==> src/rtl/qpsk_pkg.sv <==
// qpsk_pkg: shared definitions for the coherent QPSK demodulator.
//   DW_DEF, CAR_PERIOD_DEF, SYM_LEN_DEF, ACC_W_DEF : default geometry
//                                                    (120 MHz clock, 1 MHz carrier,
//                                                    100 kHz symbols, 12-bit ADC)
//   OFFSET_ZERO : offset-binary code meaning zero; flipping its bit
//                 turns an offset-binary sample into two's complement
//   state_t     : demodulator state (IDLE, RUN)
//   ref_sign    : +1 / -1 square-wave reference for a carrier phase
package qpsk_pkg;

   localparam int DW_DEF         = 12;
   localparam int CAR_PERIOD_DEF = 120;
   localparam int SYM_LEN_DEF    = 1200;
   localparam int ACC_W_DEF      = 24;

   localparam int OFFSET_ZERO = 1 << (DW_DEF - 1);

   typedef enum logic {
      IDLE = 1'b0,
      RUN  = 1'b1
   } state_t;

   // In-phase reference is positive over the first half carrier cycle;
   // quadrature reference is positive over the first and last quarters.
   function automatic logic signed [1:0] ref_sign(
      input int unsigned ph,
      input logic        quadrature,
      input int unsigned period = CAR_PERIOD_DEF
   );
      logic pos;
      if (quadrature) pos = (ph < period / 4) || (ph >= (3 * period) / 4);
      else            pos = (ph < period / 2);
      return pos ? 2'sb01 : 2'sb11;
   endfunction

endpackage

==> src/rtl/qpsk_ref_gen.sv <==
// qpsk_ref_gen: carrier phase counter and square-wave I/Q references.
//   clk, rst_n : clock, asynchronous active-low reset
//   clear      : current sample is carrier phase 0 (sync or idle)
//   advance    : a sample is consumed this cycle; step the phase
//   i_ref      : +1 / -1 in-phase reference for the current sample
//   q_ref      : +1 / -1 quadrature reference for the current sample
module qpsk_ref_gen import qpsk_pkg::*; #(
   parameter int CAR_PERIOD = CAR_PERIOD_DEF
) (
   input  logic              clk,
   input  logic              rst_n,
   input  logic              clear,
   input  logic              advance,
   output logic signed [1:0] i_ref,
   output logic signed [1:0] q_ref
);

   localparam int PW = $clog2(CAR_PERIOD);

   logic [PW-1:0] ph_q;
   logic [PW-1:0] ph_cur;
   logic [PW-1:0] ph_inc;

   // clear acts on the sample of this very cycle, so the phase seen by the
   // references is forced to 0 combinationally, not one cycle later.
   assign ph_cur = clear ? '0 : ph_q;
   assign ph_inc = (ph_cur == PW'(CAR_PERIOD - 1)) ? '0 : ph_cur + 1'b1;

   always_ff @(posedge clk or negedge rst_n) begin
      if (!rst_n)       ph_q <= '0;
      else if (advance) ph_q <= ph_inc;
      else if (clear)   ph_q <= '0;
   end

   assign i_ref = ref_sign(32'(ph_cur), 1'b0, CAR_PERIOD);
   assign q_ref = ref_sign(32'(ph_cur), 1'b1, CAR_PERIOD);

endmodule

==> src/rtl/qpsk_demod.sv <==
// qpsk_demod: coherent QPSK demodulator, integrate-and-dump over one symbol.
//   clk, rst_n   : sample clock, asynchronous active-low reset
//   en           : enable; low forces IDLE and drops any partial symbol
//   sync_start   : current sample becomes carrier phase 0, symbol sample 0
//   din_valid    : din carries a sample this cycle
//   din          : ADC sample, offset binary
//   dout         : decided symbol, [1] = I decision, [0] = Q decision
//   dout_valid   : one-cycle strobe, dout / i_sum / q_sum just updated
//   i_sum, q_sum : signed correlations of the last completed symbol
//   busy         : high while in RUN (the FSM state itself)
//
// Handshake: a sample is consumed on every rising edge where din_valid is
// high and the block is in RUN (or is entering it through sync_start with
// en high); there is no back-pressure, and dout_valid is a pure strobe
// with no ready.
module qpsk_demod import qpsk_pkg::*; #(
   parameter int DW         = DW_DEF,
   parameter int CAR_PERIOD = CAR_PERIOD_DEF,
   parameter int SYM_LEN    = SYM_LEN_DEF,
   parameter int ACC_W      = ACC_W_DEF
) (
   input  logic                    clk,
   input  logic                    rst_n,
   input  logic                    en,
   input  logic                    sync_start,
   input  logic                    din_valid,
   input  logic [DW-1:0]           din,
   output logic [1:0]              dout,
   output logic                    dout_valid,
   output logic signed [ACC_W-1:0] i_sum,
   output logic signed [ACC_W-1:0] q_sum,
   output logic                    busy
);

   localparam int SW = $clog2(SYM_LEN);

   state_t state;
   state_t state_nxt;

   logic restart;
   logic clear;
   logic take;
   logic last;
   logic [SW-1:0] sc_q;
   logic [SW-1:0] sc_cur;
   logic signed [1:0] i_ref;
   logic signed [1:0] q_ref;
   logic i_neg;
   logic q_neg;
   logic signed [ACC_W-1:0] s;
   logic signed [ACC_W-1:0] i_acc;
   logic signed [ACC_W-1:0] q_acc;
   logic signed [ACC_W-1:0] i_base;
   logic signed [ACC_W-1:0] q_base;
   logic signed [ACC_W-1:0] i_total;
   logic signed [ACC_W-1:0] q_total;

   assign restart = en & sync_start;
   // Whenever clear is high the current sample (if any) starts from zero:
   // idle, disabled, or resynchronising.
   assign clear   = (state == IDLE) | ~en | sync_start;
   assign take    = en & din_valid & ((state == RUN) | sync_start);
   assign sc_cur  = clear ? '0 : sc_q;
   // A sync on the final sample forces sc_cur to 0, so the dump is skipped.
   assign last    = take & (sc_cur == SW'(SYM_LEN - 1));

   // Offset binary to two's complement: invert the MSB, then sign-extend.
   assign s = {{(ACC_W - DW){~din[DW-1]}}, ~din[DW-1], din[DW-2:0]};

   qpsk_ref_gen #(
      .CAR_PERIOD (CAR_PERIOD)
   ) u_ref_gen (
      .clk     (clk),
      .rst_n   (rst_n),
      .clear   (clear),
      .advance (take),
      .i_ref   (i_ref),
      .q_ref   (q_ref)
   );

   assign i_neg   = (i_ref < 2'sd0);
   assign q_neg   = (q_ref < 2'sd0);
   assign i_base  = clear ? '0 : i_acc;
   assign q_base  = clear ? '0 : q_acc;
   assign i_total = i_neg ? i_base - s : i_base + s;
   assign q_total = q_neg ? q_base - s : q_base + s;

   always_comb begin
      state_nxt = state;
      case (state)
         IDLE:    if (restart) state_nxt = RUN;
         RUN:     if (!en)     state_nxt = IDLE;
         default: state_nxt = IDLE;
      endcase
   end

   always_ff @(posedge clk or negedge rst_n) begin
      if (!rst_n) state <= IDLE;
      else        state <= state_nxt;
   end

   assign busy = (state == RUN);

   always_ff @(posedge clk or negedge rst_n) begin
      if (!rst_n) begin
         sc_q       <= '0;
         i_acc      <= '0;
         q_acc      <= '0;
         i_sum      <= '0;
         q_sum      <= '0;
         dout       <= '0;
         dout_valid <= 1'b0;
      end else begin
         dout_valid <= 1'b0;
         if (take) begin
            if (last) begin
               sc_q       <= '0;
               i_acc      <= '0;
               q_acc      <= '0;
               i_sum      <= i_total;
               q_sum      <= q_total;
               dout       <= {~i_total[ACC_W-1], ~q_total[ACC_W-1]};
               dout_valid <= 1'b1;
            end else begin
               sc_q  <= sc_cur + 1'b1;
               i_acc <= i_total;
               q_acc <= q_total;
            end
         end else if (clear) begin
            sc_q  <= '0;
            i_acc <= '0;
            q_acc <= '0;
         end
      end
   end

endmodule

==> config.mk <==
export PLATFORM = sky130hd
export DESIGN_NAME = qpsk_demod
export DESIGN_NICKNAME = d
export VERILOG_FILES = /design/src/rtl/qpsk_pkg.sv /design/src/rtl/qpsk_ref_gen.sv /design/src/rtl/qpsk_demod.sv
export SDC_FILE = /design/constraint.sdc
export NUM_CORES = 1
export LEC_CHECK = 0
export ABC_AREA = 1
export BUFFER_PORTS_ARGS = -buffer_cell sky130_fd_sc_hd__buf_2
export CAP_MARGIN = 15
export CORE_MARGIN = 10
export CORE_UTILIZATION = 30
export CTS_CLUSTER_DIAMETER = 80
export CTS_CLUSTER_SIZE = 28
export DETAILED_ROUTE_END_ITERATION = 8
export HOLD_SLACK_MARGIN = 0.12
export SLEW_MARGIN = 20
export SYNTH_ARGS = -nofsm -noshare
export SYNTH_HDL_FRONTEND = slang
export SYNTH_SLANG_ARGS = --single-unit
==> constraint.sdc <==
create_clock -name clk -period 3.9 [get_ports clk]
set_input_delay 0.39 -clock clk [delete_from_list [all_inputs] [get_ports clk]]
set_output_delay 0.39 -clock clk [all_outputs]
set_load 0.01 [all_outputs]
==> results of run 1 <==
[worst register-to-register path, cell delays in order (launching register included)]
cell and delay [ns]:
dfrtp_1 0.42, nand2_2 0.11, nor2_4 0.17, nand2_1 0.14
ha_1 0.20, inv_1 0.05, nand3_1 0.07, nand2_1 0.07
nand2_1 0.06, nand2_2 0.10, nand2_4 0.14, nand2_1 0.25
nand2_1 0.10, ha_1 0.38, a21oi_1 0.25, o21ai_0 0.24
a21oi_1 0.17, o21ai_0 0.17, a21oi_1 0.24, nand3_1 0.13
nand3_1 0.09, nand2_1 0.06
[report_power, final]
part	leakage, nW	switching (W)	internal [W]
combinational	3.11	0.000266	0.000112
clock	0.301	0.000609	0.00115
sequential	1.62	0.00000919	0.00126
total	5.03	0.000883	0.00251
[flip-flops by register name (all words and copies together), names as in the netlist]
register and count:
i_acc 24, i_sum 24, q_acc 24, q_sum 24, sc_q 11, u_ref_gen.ph_q 7, dout 2, busy 1
dout_valid 1
[logic make-up (layout without fill, tap and decap cells)]
| family | count (synthesis) | count (layout) |
|---|---|---|
| AND/OR/NAND/NOR | 641 | 641 |
| XOR/XNOR | 35 | 35 |
| other | 0 | 3 |
| AO/OA/AOI/OAI | 186 | 186 |
| adder cells (fa/ha/maj) | 52 | 52 |
| buffers and inverters | 148 | 227 |
| flip-flops | 118 | 118 |
[metal layers]
metal	wire, um	track usage
met1	11400	0.186
met5	0	0
met3	1190	0.0328
met4	614	0.0542
met2	11500	0.245
[worst max path at each step]
stage                     startpoint         to  cells past startpoint
after floorplan                 busy  q_acc[16]                     24
after CTS                       busy  q_acc[16]                     21
after global routing            busy  q_sum[23]                     21
after detailed placement          en  q_acc[16]                     22
final                           busy  q_sum[23]                     21
after global placement            en  q_sum[23]                     22
[repair_timing]
action / in CTS / in global routing
gates resized for setup: 0 / 1
endpoints found under the hold margin: 50 / 0
hold buffers: 1 / 0
endpoints found under the setup margin: 0 / 11
[area by class of cell]
class,count,area share
clock buffer,19,0.0459
multi-input combinational,914,0.491
sequential,118,0.306
tap,341,0.0442
timing repair buffer,79,0.0456
clock inverter,12,0.0210
antenna,3,0.000778
inverter,117,0.0455
[layout by cell type, fill, tap and decap left out, types with 7 or more instances in the layout]
master / n
ha_1: 50
dfrtp_1: 118
xnor2_1: 18
a21oi_1: 59
nand2_1: 348
nand2_2: 10
nand4_1: 16
nor3_1: 17
nor2_1: 127
nand3_1: 87
or2_2: 9
buf_4: 10
clkbuf_16: 17
o21ai_0: 91
a21o_1: 7
xor2_1: 17
inv_1: 112
buf_2: 67
[per-stage QoR]
step / utilization / hold slack, ns / std cells
finish: 0.357 / 0.300 / 1603
global placement: 0.333 / 0.435 / 1568
floorplan: - / 0.0944 / 1180
global route: 0.357 / 0.305 / 1602
detailed placement: 0.333 / 0.441 / 1568
CTS: 0.357 / 0.286 / 1600
==> results.md, run 1 <==
- Design Power: 0.00340 W
- Leakage power: about 5.0 nW
- Final Hold Viols: 0
- Vias/cell: between 4 and 5
- Post-synthesis adder-cell area fraction: 0.0806
- Slowest-stage cell, CP: dfrtp_1
- Hold path startpoint: en
- Synth Cell Area: between 8000 and 9000 sq um
- Status: completed
- Clock-pin slew on the worst setup and hold paths: around 0.060 ns
- HPWL after DPL: about 19000 um
- CP arrival: 4.02 ns
- Register area: approximately 3000 sq um
- Die Width: 186 um
- Synth Net Count: 1249
- MaxCap Viol Count: 0
- Share of the synthesized area in the top cell type: 0.358
- Pin count of the biggest net entering global routing: 75
- Post-CTS Setup Repair Bufs: 0
- Kind of critical path: reg2reg
- TritonCTS clock tree: yes
- Pwr per Cell Area: between 300 and 400 nW/um^2
- Initial antenna violation count: 4
- Number of port buffers: 68
- Syn Inst Count: about 1200
- Fin crit period: 3.70 ns
- Total Nets Final: approximately 1300
- Most instantiated cells after synthesis: nand2_1, nor2_1, dfrtp_1
- Critical path endpoint category: register
- Final WL: 24700 um
- First-pass GRT wire length: 40700 um
- Post-synth ARST share: 1.00
- DRT antenna net count: 0
- TNS Setup: 0 ns
- Worst Path Required: between 4 and 5 ns
- Worst R2R Path Depth: 21
- DP Area: about 9000 sq um
- Clock buffer count from CTS: 17
- Wire per inst: 15.4 um
- Most used flip-flop cell after synthesis: dfrtp_1
- Tot GR Track Use: 0.149
- Fmax: about 270 MHz
- CP top delay family: simple AND/OR/NAND/NOR gates
- Post-place setup slack: 0.164 ns
- Std cell rows: 60
- Clk buf depth: 2
- Setup ws final: about 0.20 ns
- Root Buffer: clkbuf_16
- Buf/Inv on CP: 1
- Worst hold path depth: 3
- # IOs: between 60 and 70
- Starting Density: 0.305
- Clock sink total: 118
- # setup viols final: 0
- Area Growth Syn to Fin: 17.0%
- R2R Path End: q_sum[23]
- Count leader, synth: nand2_1
- Critical path's most frequent cell: nand2_1
- Routability cong.: between 0.8 and 0.9
- Layout cells sized above 1: 0.116
- Crit start category: register
- Post-synth EDFFs: 0
- Compound-Gate Fraction of Synth Area: 0.122
- Number of remaining DRC errors: 0
- Relative slew slack: 0.423
- Slowest cell delay on critical path: 0.42 ns
- Max FO, Critical Path: 23
- Post-Synth Simple-Gate Area: 0.333
- Fill cell count: 2905
- Synth unique cells: between 40 and 50
- Gr ovfl total: 0
- FF-to-FF setup slack: ~0.2 ns
- Initial drt markers: around 570
- Max Slew Vio Count: 0
- Die span in y: approximately 190 um
- Post-route cell area: 9660 sq um
- Via count: about 7800
- Setup Skew: about 0.0093 ns
- Mux cell area share after synthesis: 0
- Yosys warning count: 0
- Seq/Total Area, Yosys: 0.358
- Cell chain of the critical path: nand2_2 > nor2_4 > nand2_1 > ha_1 > inv_1 > nand3_1 > nand2_1 > nand2_1 > nand2_2 > nand2_4 > nand2_1 > nand2_1 > ha_1 > a21oi_1 > o21ai_0 > a21oi_1 > o21ai_0 > a21oi_1 > nand3_1 > nand3_1 > nand2_1
- Vias in the first global route: between 7000 and 8000
- Max VDD drop: 0.214 mV
- H-tree Lvls: 4
- Pre-antenna DRT Iters: 5
- Crit Reg-Reg Startpoint: busy
- Combinational family with the most area after synthesis: simple AND/OR/NAND/NOR gates
- HP Class: in2reg
- RSZ-0062 raised after global routing: true
- Core area: roughly 27000 sq um
- Multi-input gate area: roughly 4700 sq um
- Syn_area_per_cell: 7.00 sq um
- Synth area leaders: dfrtp_1, nand2_1, ha_1
- Synthesis-stage register bit count: roughly 120
- Fin crit share: 0.949
- Worst-Margin Slew: ~0.86 ns
- Worst-Skew Late Latency: 0.43 ns
- Hold Path End: busy
- Yosys top cell by area: dfrtp_1
- Synth Area in XOR/XNOR: 0.0371
- Die Area: 34500 sq um
No activity file was read; power rests on OpenSTA's default activity.
==> inputs of run 2 (changes only) <==
--- a/config.mk
+++ b/config.mk
@@ -8,13 +8,14 @@
 export ABC_AREA = 1
 export BUFFER_PORTS_ARGS = -buffer_cell sky130_fd_sc_hd__buf_2
 export CAP_MARGIN = 15
+export CORE_ASPECT_RATIO = 0.75
 export CORE_MARGIN = 10
 export CORE_UTILIZATION = 30
 export CTS_CLUSTER_DIAMETER = 80
 export CTS_CLUSTER_SIZE = 28
 export DETAILED_ROUTE_END_ITERATION = 8
 export HOLD_SLACK_MARGIN = 0.12
-export SLEW_MARGIN = 20
+export SLEW_MARGIN = 0
 export SYNTH_ARGS = -nofsm -noshare
 export SYNTH_HDL_FRONTEND = slang
 export SYNTH_SLANG_ARGS = --single-unit
==> results.md, run 2 (synthesis gave the netlist of run 1 again) <==
- Initial antenna violation count: 1 (was 4)
- CP arrival: 3.97 ns (was 4.02 ns)
- Fin crit share: 0.934 (was 0.949)
- Via count: 7872 (was 7824)
- Total Nets Final: 1313 (was 1316)
- Most frequent cells in the layout: nand2_1, nor2_1, dfrtp_1 (unchanged)
- Max FO, Critical Path: 21 (was 23)
- Pint: 0.00260 W (was 0.00251 W)
- RSZ-0062 raised after global routing: false (was true)
- Pin count of the biggest net entering global routing: 75 (unchanged)
- Reg power frac: 0.362 (was 0.372)
- Finished Layout Cells: 1608 (was 1603)
- Most common cell after layout, fill and taps aside: nand2_1 (unchanged)
- TNS Setup: 0 ns (unchanged)
- Relative slew slack: 0.397 (was 0.423)
- Wl on met1: 12600 um (was 11400 um)
- Wire per inst: 15.4 um (about the same)
- Die span in y: 164 um (was 186 um)
- Number of remaining DRC errors: 0 (unchanged)
- Routability cong.: 0.963 (was 0.897)
- Clock power share: 0.530 (was 0.516)
- Area Growth Syn to Fin: 17.2% (was 17.0%)
- Buf/Inv on CP: 1 (unchanged)
- Worst-Margin Slew: 0.902 ns (was 0.863 ns)
- Max Slew Vio Count: 0 (unchanged)
- Clock sink total: 118 (unchanged)
- Clock buffer count from CTS: 17 (unchanged)
- MaxCap Viol Count: 0 (unchanged)
- Leakage power: 5.03 nW (about the same)
- First-pass GRT wire length: 39800 um (was 40700 um)
- Starting Density: 0.305 (about the same)
- Std cell rows: 52 (was 60)
- Gate power share: 0.108 (was 0.111)
- TritonCTS clock tree: yes (unchanged)
- DRT antenna net count: 0 (unchanged)
- Dpl cells: 1575 (was 1568)
- H-tree Lvls: 4 (unchanged)
- Pwr per Cell Area: 361 nW/um^2 (was 352 nW/um^2)
- Worst Path Required: 4.23 ns (was 4.21 ns)
- Fin crit period: 3.64 ns (was 3.70 ns)
- Design Power: 0.00349 W (was 0.00340 W)
- Max VDD drop: 0.287 mV (was 0.214 mV)
- HP Class: in2reg (unchanged)
- Vias/cell: 4.90 (was 4.88)
- Antenna cells: 0 (was 3)
- FF-to-FF setup slack: 0.26 ns (was 0.20 ns)
- Sw Pwr: 0.000896 W (was 0.000883 W)
- Status: completed (unchanged)
- CP top delay family: simple AND/OR/NAND/NOR gates (unchanged)
- Sw Ratio: 0.257 (was 0.260)
- Clock-pin slew on the worst setup and hold paths: 0.06 ns (about the same)
- Pre-antenna DRT Iters: 6 (was 5)
- Setup Skew: 0.0125 ns (was 0.00929 ns)
- Worst-Skew Late Latency: 0.44 ns (was 0.43 ns)
- # setup viols final: 0 (unchanged)
- Gr ovfl total: 0 (unchanged)
- Cell chain of the critical path: nand2_2 > nor2_4 > nand2_2 > nor2_4 > nand3_1 > nand2_2 > inv_2 > o21ai_0 > ha_1 > o21ai_0 > o21a_1 > o21ai_0 > nand2_1 > nand2_1 > or2_2 > nand3_1 > nand2_1 (was nand2_2 > nor2_4 > nand2_1 > ha_1 > inv_1 > nand3_1 > nand2_1 > nand2_1 > nand2_2 > nand2_4 > nand2_1 > nand2_1 > ha_1 > a21oi_1 > o21ai_0 > a21oi_1 > o21ai_0 > a21oi_1 > nand3_1 > nand3_1 > nand2_1)
- Layout cells sized above 1: 0.115 (was 0.116)
- Final WL: 24700 um (about the same)
- Die Width: 212 um (was 186 um)
- Vias in the first global route: 7348 (was 7830)
- Met2 wire len: 10700 um (was 11500 um)
- Tot GR Track Use: 0.145 (was 0.149)
- Kind of critical path: reg2reg (unchanged)
- DP Area: 8980 sq um (was 8990 sq um)
- Core area: 27100 sq um (was 27000 sq um)
- Root Buffer: clkbuf_16 (unchanged)
- Post-route cell area: 9680 sq um (was 9660 sq um)
- Final Hold Viols: 0 (unchanged)
- Clk buf depth: 2 (unchanged)
- Critical path endpoint category: register (unchanged)
- Fmax: 274 MHz (was 270 MHz)
- # IOs: 69 (unchanged)
- Die Area: 34600 sq um (was 34500 sq um)
- Met3 routed WL: 1190 um (about the same)
- Slowest cell delay on critical path: 0.44 ns (was 0.42 ns)
- Worst hold margin: 0.284 ns (was 0.300 ns)
- Slowest-stage cell, CP: dfrtp_1 (unchanged)
- Top Layer Used: met4 (unchanged)
- Crit start category: register (unchanged)
- Number of port buffers: 68 (unchanged)
- HPWL after DPL: 18700 um (was 18600 um)
- Initial drt markers: 574 (was 573)
run 2: area by class of cell:
cell class / count / area [sq um]
Clock buffer: 20 / 457
Clock inverter: 12 / 224
Fill cell: 2852 / 17400
Inverter: 117 / 439
Multi-Input combinational cell: 914 / 4750
Sequential cell: 118 / 2950
Tap cell: 351 / 439
Timing Repair Buffer: 76 / 418
run 2: what timing repair did:
item | in CTS | in global routing
setup endpoints to repair | 0 | 12
hold endpoints to repair | 45 | 0
hold buffers | 1 | 0
buffers inserted | 0 | 0
resized for setup | 0 | 3
run 2: final timing paths:
kind / start / endpoint / cells after the start
min in group asynchronous: rst_n / q_sum[10] / 2
min: sync_start / busy / 3
max: busy / i_acc[18] / 17
max reg2reg: busy / i_acc[18] / 17
min reg2reg: sc_q[10] / sc_q[10] / 1
max in group asynchronous: rst_n / i_acc[15] / 3
run 2: per-stage QoR:
stage	setup WS [ns]	utilization
6_report	0.257	0.357
5_1_grt	0.0123	0.357
4_1_cts	0.297	0.357
3_5_place_dp	0.223	0.332
3_3_place_gp	0.311	0.332
2_1_floorplan	0.461	-
run 2: tightest hold or removal path, delay by kind of cell:
family                 cells  cell delay, ns
and+or+nand+nor            2            0.17
buffers and inverters      1            0.12
run 2: layer usage:
layer	vias to the layer above	track usage
li1	3989	-
met1	3679	0.203
met2	178	0.219
met3	26	0.0329
met4	0	0.0368
met5	-	0
run 2: power by group through the flow:
stage | Clock [W] | Sequential (W) | Combinational (W)
after floorplan | 0 | 0.00129 | 0.000243
after global placement | 0 | 0.00129 | 0.000370
after detailed placement | 0 | 0.00129 | 0.000374
after CTS | 0.00189 | 0.00126 | 0.000377
after global routing | 0.00194 | 0.00127 | 0.000426
final | 0.00185 | 0.00126 | 0.000377
